`src/rtl/marl_pkg.sv`:
```
// marl_pkg: shared types and constants for the multi-agent round scheduler.
//   REW_W / ACT_W : default reward and action widths
//   reward_t      : one agent's reward
//   action_t      : one agent's action
//   sched_state_e : scheduler FSM states
package marl_pkg;
  localparam int REW_W = 16;
  localparam int ACT_W = 9;

  typedef logic [REW_W-1:0] reward_t;
  typedef logic [ACT_W-1:0] action_t;

  typedef enum logic [2:0] {
    IDLE   = 3'd0,
    SETUP  = 3'd1,
    ISSUE  = 3'd2,
    WAIT   = 3'd3,
    OUTPUT = 3'd4
  } sched_state_e;
endpackage

```
`src/rtl/marl_round_scheduler_done_edge_det.sv`:
```
// done_edge_det: registered rising-edge detector for one agent's done line.
//   clk  : system clock
//   rst  : synchronous active-low reset (clears the history bit)
//   d    : agent done level
//   rise : high in the cycle where d is 1 and was 0 on the previous edge
module done_edge_det (
  input  logic clk,
  input  logic rst,
  input  logic d,
  output logic rise
);
  logic d_prev;

  always_ff @(posedge clk) begin
    if (!rst) d_prev <= 1'b0;
    else      d_prev <= d;
  end

  assign rise = d & ~d_prev;
endmodule

```
`src/rtl/marl_round_scheduler.sv`:
```
// marl_round_scheduler: runs one multi-agent RL round. Takes a reward vector
// from the environment, hands each reward to its agent in index order over a
// v/r/d handshake, gathers the actions and offers the joint action back.
//   env_valid/env_ready/env_reward : reward vector handshake (IDLE only)
//   agt_v/agt_r                    : per-agent reward pulse and registered reward
//   agt_a/agt_d                    : per-agent action and done (rising edge)
//   act_valid/act_ready/act_joint  : joint action handshake
//   round_cnt                      : completed rounds (wraps)
//   busy                           : not in IDLE
//   to_flags                       : per-agent timeout flags
// Optional feature macro MARL_SCHED_TIMEOUT_EN: WAIT gives up after
// TIMEOUT_CYC cycles, zeroes that agent's action and sets its timeout flag.
module marl_round_scheduler #(
  parameter int N_AGENTS    = 2,
  parameter int REW_W       = marl_pkg::REW_W,
  parameter int ACT_W       = marl_pkg::ACT_W,
  parameter int TIMEOUT_CYC = 1024
) (
  input  logic                      clk,
  input  logic                      rst,
  input  logic                      env_valid,
  output logic                      env_ready,
  input  logic [N_AGENTS*REW_W-1:0] env_reward,
  output logic [N_AGENTS-1:0]       agt_v,
  output logic [N_AGENTS*REW_W-1:0] agt_r,
  input  logic [N_AGENTS*ACT_W-1:0] agt_a,
  input  logic [N_AGENTS-1:0]       agt_d,
  output logic                      act_valid,
  input  logic                      act_ready,
  output logic [N_AGENTS*ACT_W-1:0] act_joint,
  output logic [15:0]               round_cnt,
  output logic                      busy,
  output logic [N_AGENTS-1:0]       to_flags
);
  import marl_pkg::*;

  localparam int IDX_W = (N_AGENTS > 1) ? $clog2(N_AGENTS) : 1;
  localparam logic [IDX_W-1:0] LAST = IDX_W'(N_AGENTS - 1);

  sched_state_e state_q, state_d;
  logic [IDX_W-1:0] idx;

  logic [N_AGENTS-1:0][REW_W-1:0] rew_q;    // latched reward vector
  logic [N_AGENTS-1:0][REW_W-1:0] agt_r_q;
  logic [N_AGENTS-1:0][ACT_W-1:0] act_in;
  logic [N_AGENTS-1:0][ACT_W-1:0] joint_q;
  logic [N_AGENTS-1:0]            rise;
  logic                           hs, adv, tmo, to_hit;

  assign act_in    = agt_a;
  assign agt_r     = agt_r_q;
  assign act_joint = joint_q;
  assign busy      = (state_q != IDLE);
  // Gated by rst so the environment never sees ready while reset is held.
  assign env_ready = (state_q == IDLE) & rst;
  assign hs        = env_valid & env_ready;

  genvar g;
  generate
    for (g = 0; g < N_AGENTS; g++) begin : g_edge
      done_edge_det u_det (.clk(clk), .rst(rst), .d(agt_d[g]), .rise(rise[g]));
    end
  endgenerate

`ifdef MARL_SCHED_TIMEOUT_EN
  localparam int TO_W = $clog2(TIMEOUT_CYC + 1);
  logic [TO_W-1:0]     to_cnt;
  logic [N_AGENTS-1:0] to_q;

  // Counter is zeroed in ISSUE so the first WAIT cycle sees 0; the
  // TIMEOUT_CYC-th WAIT cycle without a done edge fires the timeout.
  assign to_hit   = (state_q == WAIT) && !rise[idx] &&
                    (to_cnt == TO_W'(TIMEOUT_CYC - 1));
  assign to_flags = to_q;

  always_ff @(posedge clk) begin
    if (!rst) begin
      to_cnt <= '0;
      to_q   <= '0;
    end else begin
      if (state_q == ISSUE)     to_cnt <= '0;
      else if (state_q == WAIT) to_cnt <= to_cnt + TO_W'(1);
      if (hs)       to_q      <= '0;
      else if (tmo) to_q[idx] <= 1'b1;
    end
  end
`else
  logic unused_timeout;
  assign unused_timeout = (TIMEOUT_CYC > 0);
  assign to_hit   = 1'b0;
  assign to_flags = '0;
`endif

  always_comb begin
    state_d = state_q;
    adv     = 1'b0;
    tmo     = 1'b0;
    case (state_q)
      IDLE:   if (hs) state_d = SETUP;
      SETUP:  state_d = ISSUE;
      ISSUE:  state_d = WAIT;
      WAIT: begin
        // Only the selected agent's edge counts; a level already high on
        // entry has no edge because the detector history tracks it.
        tmo = to_hit;
        if (rise[idx] || to_hit) begin
          adv     = 1'b1;
          state_d = (idx == LAST) ? OUTPUT : SETUP;
        end
      end
      OUTPUT: if (act_ready) state_d = IDLE;
      default: state_d = IDLE;
    endcase
  end

  always_ff @(posedge clk) begin
    if (!rst) begin
      state_q   <= IDLE;
      idx       <= '0;
      rew_q     <= '0;
      agt_r_q   <= '0;
      agt_v     <= '0;
      act_valid <= 1'b0;
      joint_q   <= '0;
      round_cnt <= '0;
    end else begin
      state_q <= state_d;
      agt_v   <= '0;                 // pulse lasts one cycle
      case (state_q)
        IDLE: if (hs) begin
          rew_q <= env_reward;
          idx   <= '0;
        end
        SETUP: agt_r_q[idx] <= rew_q[idx];
        ISSUE: agt_v[idx]   <= 1'b1;
        WAIT: if (adv) begin
          joint_q[idx] <= tmo ? '0 : act_in[idx];
          if (idx == LAST) act_valid <= 1'b1;
          else             idx       <= idx + IDX_W'(1);
        end
        OUTPUT: if (act_ready) begin
          act_valid <= 1'b0;
          round_cnt <= round_cnt + 16'd1;
        end
        default: ;
      endcase
    end
  end
endmodule

```
`config.mk`:
```
export PLATFORM = sky130hd
export DESIGN_NAME = marl_round_scheduler
export DESIGN_NICKNAME = d
export VERILOG_FILES = /design/src/rtl/marl_pkg.sv /design/src/rtl/marl_round_scheduler_done_edge_det.sv /design/src/rtl/marl_round_scheduler.sv
export SDC_FILE = /design/constraint.sdc
export NUM_CORES = 1
export LEC_CHECK = 0
export CORE_ASPECT_RATIO = 1.25
export CORE_MARGIN = 2
export CORE_UTILIZATION = 41
export CTS_CLUSTER_DIAMETER = 80
export DETAILED_ROUTE_END_ITERATION = 7
export PLACE_DENSITY = 0.79
export SYNTH_ARGS = -nofsm -noshare
export SYNTH_HDL_FRONTEND = slang
export SYNTH_HIERARCHICAL = 1
export SYNTH_SLANG_ARGS = --single-unit
```
`constraint.sdc`:
```
create_clock -name clk -period 1.6 [get_ports clk]
set_input_delay 0.48 -clock clk [delete_from_list [all_inputs] [get_ports clk]]
set_output_delay 0.48 -clock clk [all_outputs]
set_load 0.01 [all_outputs]
```
==> run summary, run 1 <==
Ports = 129
min-delay src = agt_r[19]
Max VDD drop = 0.6052 mV
placed insts = 735
Total Die Area = 10540 um2
FFs w/ async S/R, synth = 0%
post-synthesis sequential area ratio = 53.70%
PnR worst setup slack = -0.05016 ns
flop2flop setup slack = -0.05 ns
power per cell area = 946.8 nW/um2
syn_area_per_cell = 8.207 um2
root buf cell = clkbuf_16
final wirelength = 10420 um
clock-pin slew on the worst setup and hold paths = 0.07 ns
Netlist Area Pre-Place = 3989 um2
Worst EP required = 1.87 ns
Pint = 4.379 mW
drt drc = 0
Synth Register Bits = 107
worst r2r src = round_cnt[3]
crit-path max FO = 8
Area contributors post-synth = dfxtp_1, nand2_1, a21oi_1, nand3_1, mux2i_1
Hold WS = 0.4503 ns
Num CTS Buffers = 9
initial antenna violation count = 0
Layout Cells excl Fill = 757
Yosys warnings = 6
setup_tns = -0.08286 ns
vias in the first global route = 3719
failing checks = setup timing
DR vias/cell = 4.960
multi-input combinational cell area = 1764 um2
Seq pwr share = 50.2%
final worst path period share = 103.1%
Post-synth top flop = dfxtp_1
min Tclk post-route = 1.650 ns
switch share = 21.91%
max-slew violation count = 0
die height = 114.3 um
worst path arrival time = 1.92 ns
detailed-route via count = 3755
RSZ-0062 raised after global routing = yes
Tot Pwr = 5.608 mW
layout cells sized above 1 = 12.68%
# rows = 40
hpwl dp = 7086 um
Final Instance Area = 5923 um2
endpoints failing hold = 0
per-cell routed wire length = 13.76 um
Worst Setup EP = round_cnt[13]
CP endpoint kind = flip-flop
DR iter-0 viols = 198
Routed Antenna Nets = 0
Clk pwr share = 39.6%
Layout Skew = 0.006247 ns
Min-Delay Path Class = flip-flop to flip-flop
Synth area leader = dfxtp_1
share of the synthesized area in the top cell type = 53.70%
1st-pass router iterations = 4
first-pass GRT wire length = 16980 um
f_max = 606.0 MHz
status = finished with violations
total global routing overflow = 0
Distinct cells, synth = 37
Core Box Area = 9559 um2
CTS Buffer Depth = 2
Fillers = 840
IO buf count = 126
Post-synth EDFFs = 0
FF-to-FF End = round_cnt[13]
max_cap viols = 0
crit start category = flip-flop
fin nets = 685
most common cell after layout, fill and taps aside = nand2_1
Gate power share = 10.2%
Routability Congestion = 0.7604
diode count = 0
Mapped Cells = 486
htree depth = 3
Clk Latency, worst-skew pair = 0.34 ns
reg2reg path depth = 4
critical path class = flip-flop to flip-flop
CP startpoint = round_cnt[3]
Placed Instance Area = 5547 um2
Net Sw Power = 1.228 mW
CTS Sinks = 107
Die X = 92.22 um
Final Setup Violations = 3
storage element area = 2153 um2
total track usage = 20.15%
Area growth syn-to-layout = 48.49%
largest net degree at the start of global routing = 40
most frequent cells in the layout = nand2_1, dfxtp_1, dlygate4sd2_1, clkdlybuf4s50_1, a21oi_1
CTS tree = done
Static Leak = 2.703 nW
Initial Util = 41.73%
==> Yosys cell counts (3+ instances only) <==
cell	n
or3_1	5
nand3_1	49
buf_4	4
mux2i_1	10
dfxtp_1	107
nor3_1	6
nor2_1	23
nand4_1	4
buf_1	4
and2_1	6
o21ai_0	5
buf_2	8
xor2_1	6
nand2_1	146
and4_1	3
a21oi_1	52
clkbuf_1	20
==> how the worst min path moves through the flow <==
stage	to	slack, ns	cells past startpoint
floorplan	agt_r[0]	0.43	2
global placement	agt_r[27]	0.44	2
detailed placement	agt_r[31]	0.44	2
CTS	agt_r[19]	0.45	2
global route	rew_q[10]	0.47	2
finish	agt_r[19]	0.45	2
==> final cells by class <==
cell class	count	area share (%)
Clock buffer	12	4.499
Clock inverter	2	0.5915
Inverter	3	0.1901
Multi-Input combinational cell	341	29.78
Sequential cell	107	36.35
Tap cell	126	2.662
Timing Repair Buffer	166	25.92
==> layer usage <==
layer  global-route usage, %  share of wire (%)  vias to the layer above
li1                        -                  -                     1892
met1                   22.81                 42                     1749
met2                   36.91                 52                      101
met3                   4.016                4.0                       13
met4                   8.259                1.8                        0
met5                       0                  0                        -
==> flip-flops by register name, indices dropped and copies added (netlist names) <==
signal	count
agt_v	2
agt_r	32
act_valid	1
rew_q	32
act_joint	18
state_q	3
idx	1
g_edge.u_det/d_prev	2
round_cnt	16
==> power by group through the flow <==
stage | Clock, mW | Sequential, mW | Combinational (mW)
after floorplan | 0 | 2.87 | 0.240
after global placement | 0 | 2.87 | 0.538
after detailed placement | 0 | 2.87 | 0.548
after CTS | 2.27 | 2.81 | 0.556
after global routing | 2.40 | 2.82 | 0.629
final | 2.22 | 2.81 | 0.572
==> cells by family (layout without fill, tap and decap cells) <==
group / after synthesis / count (layout) / share of synthesized area [%]
other cells: 1 / 2 / 0.09401
mux: 10 / 10 / 2.510
flops: 107 / 107 / 53.70
xor+xnor: 8 / 8 / 1.757
simple gates: 259 / 259 / 29.42
compound gates: 61 / 61 / 7.905
buf+inv: 39 / 183 / 4.297
fa+ha+maj: 1 / 1 / 0.3136
==> stage by stage <==
stage               setup slack [ns]  utilization, %
floorplan                    0.06396               -
global placement             -0.6564           58.02
detailed placement           -0.6418           58.02
CTS                         -0.04194           61.07
global route                 -0.1219           61.96
finish                      -0.05016           61.96
==> worst max-delay path, stage by stage, from the launching register on <==
cell	delay (ns)
dfxtp_1	0.38
and4_1	0.32
nand2_2	0.15
or4_1	0.54
a21oi_1	0.17
==> repair_timing <==
| action | in CTS | in global routing |
|---|---|---|
| setup endpoints to repair | 149 | 58 |
| resized for setup | 93 | 15 |
| setup buffers | 5 | 3 |
| pin swaps | 9 | 8 |
| hold buffers | 0 | 0 |
Note: power is estimated with default switching activity, not from simulation.
==> run 2: changes to the inputs <==
--- a/config.mk
+++ b/config.mk
@@ -5,6 +5,7 @@
 export SDC_FILE = /design/constraint.sdc
 export NUM_CORES = 1
 export LEC_CHECK = 0
+export CAP_MARGIN = 20
 export CORE_ASPECT_RATIO = 1.25
 export CORE_MARGIN = 2
 export CORE_UTILIZATION = 41
==> results of run 2 <==
The final DEF is identical to that of run 1; final timing and power are the same.
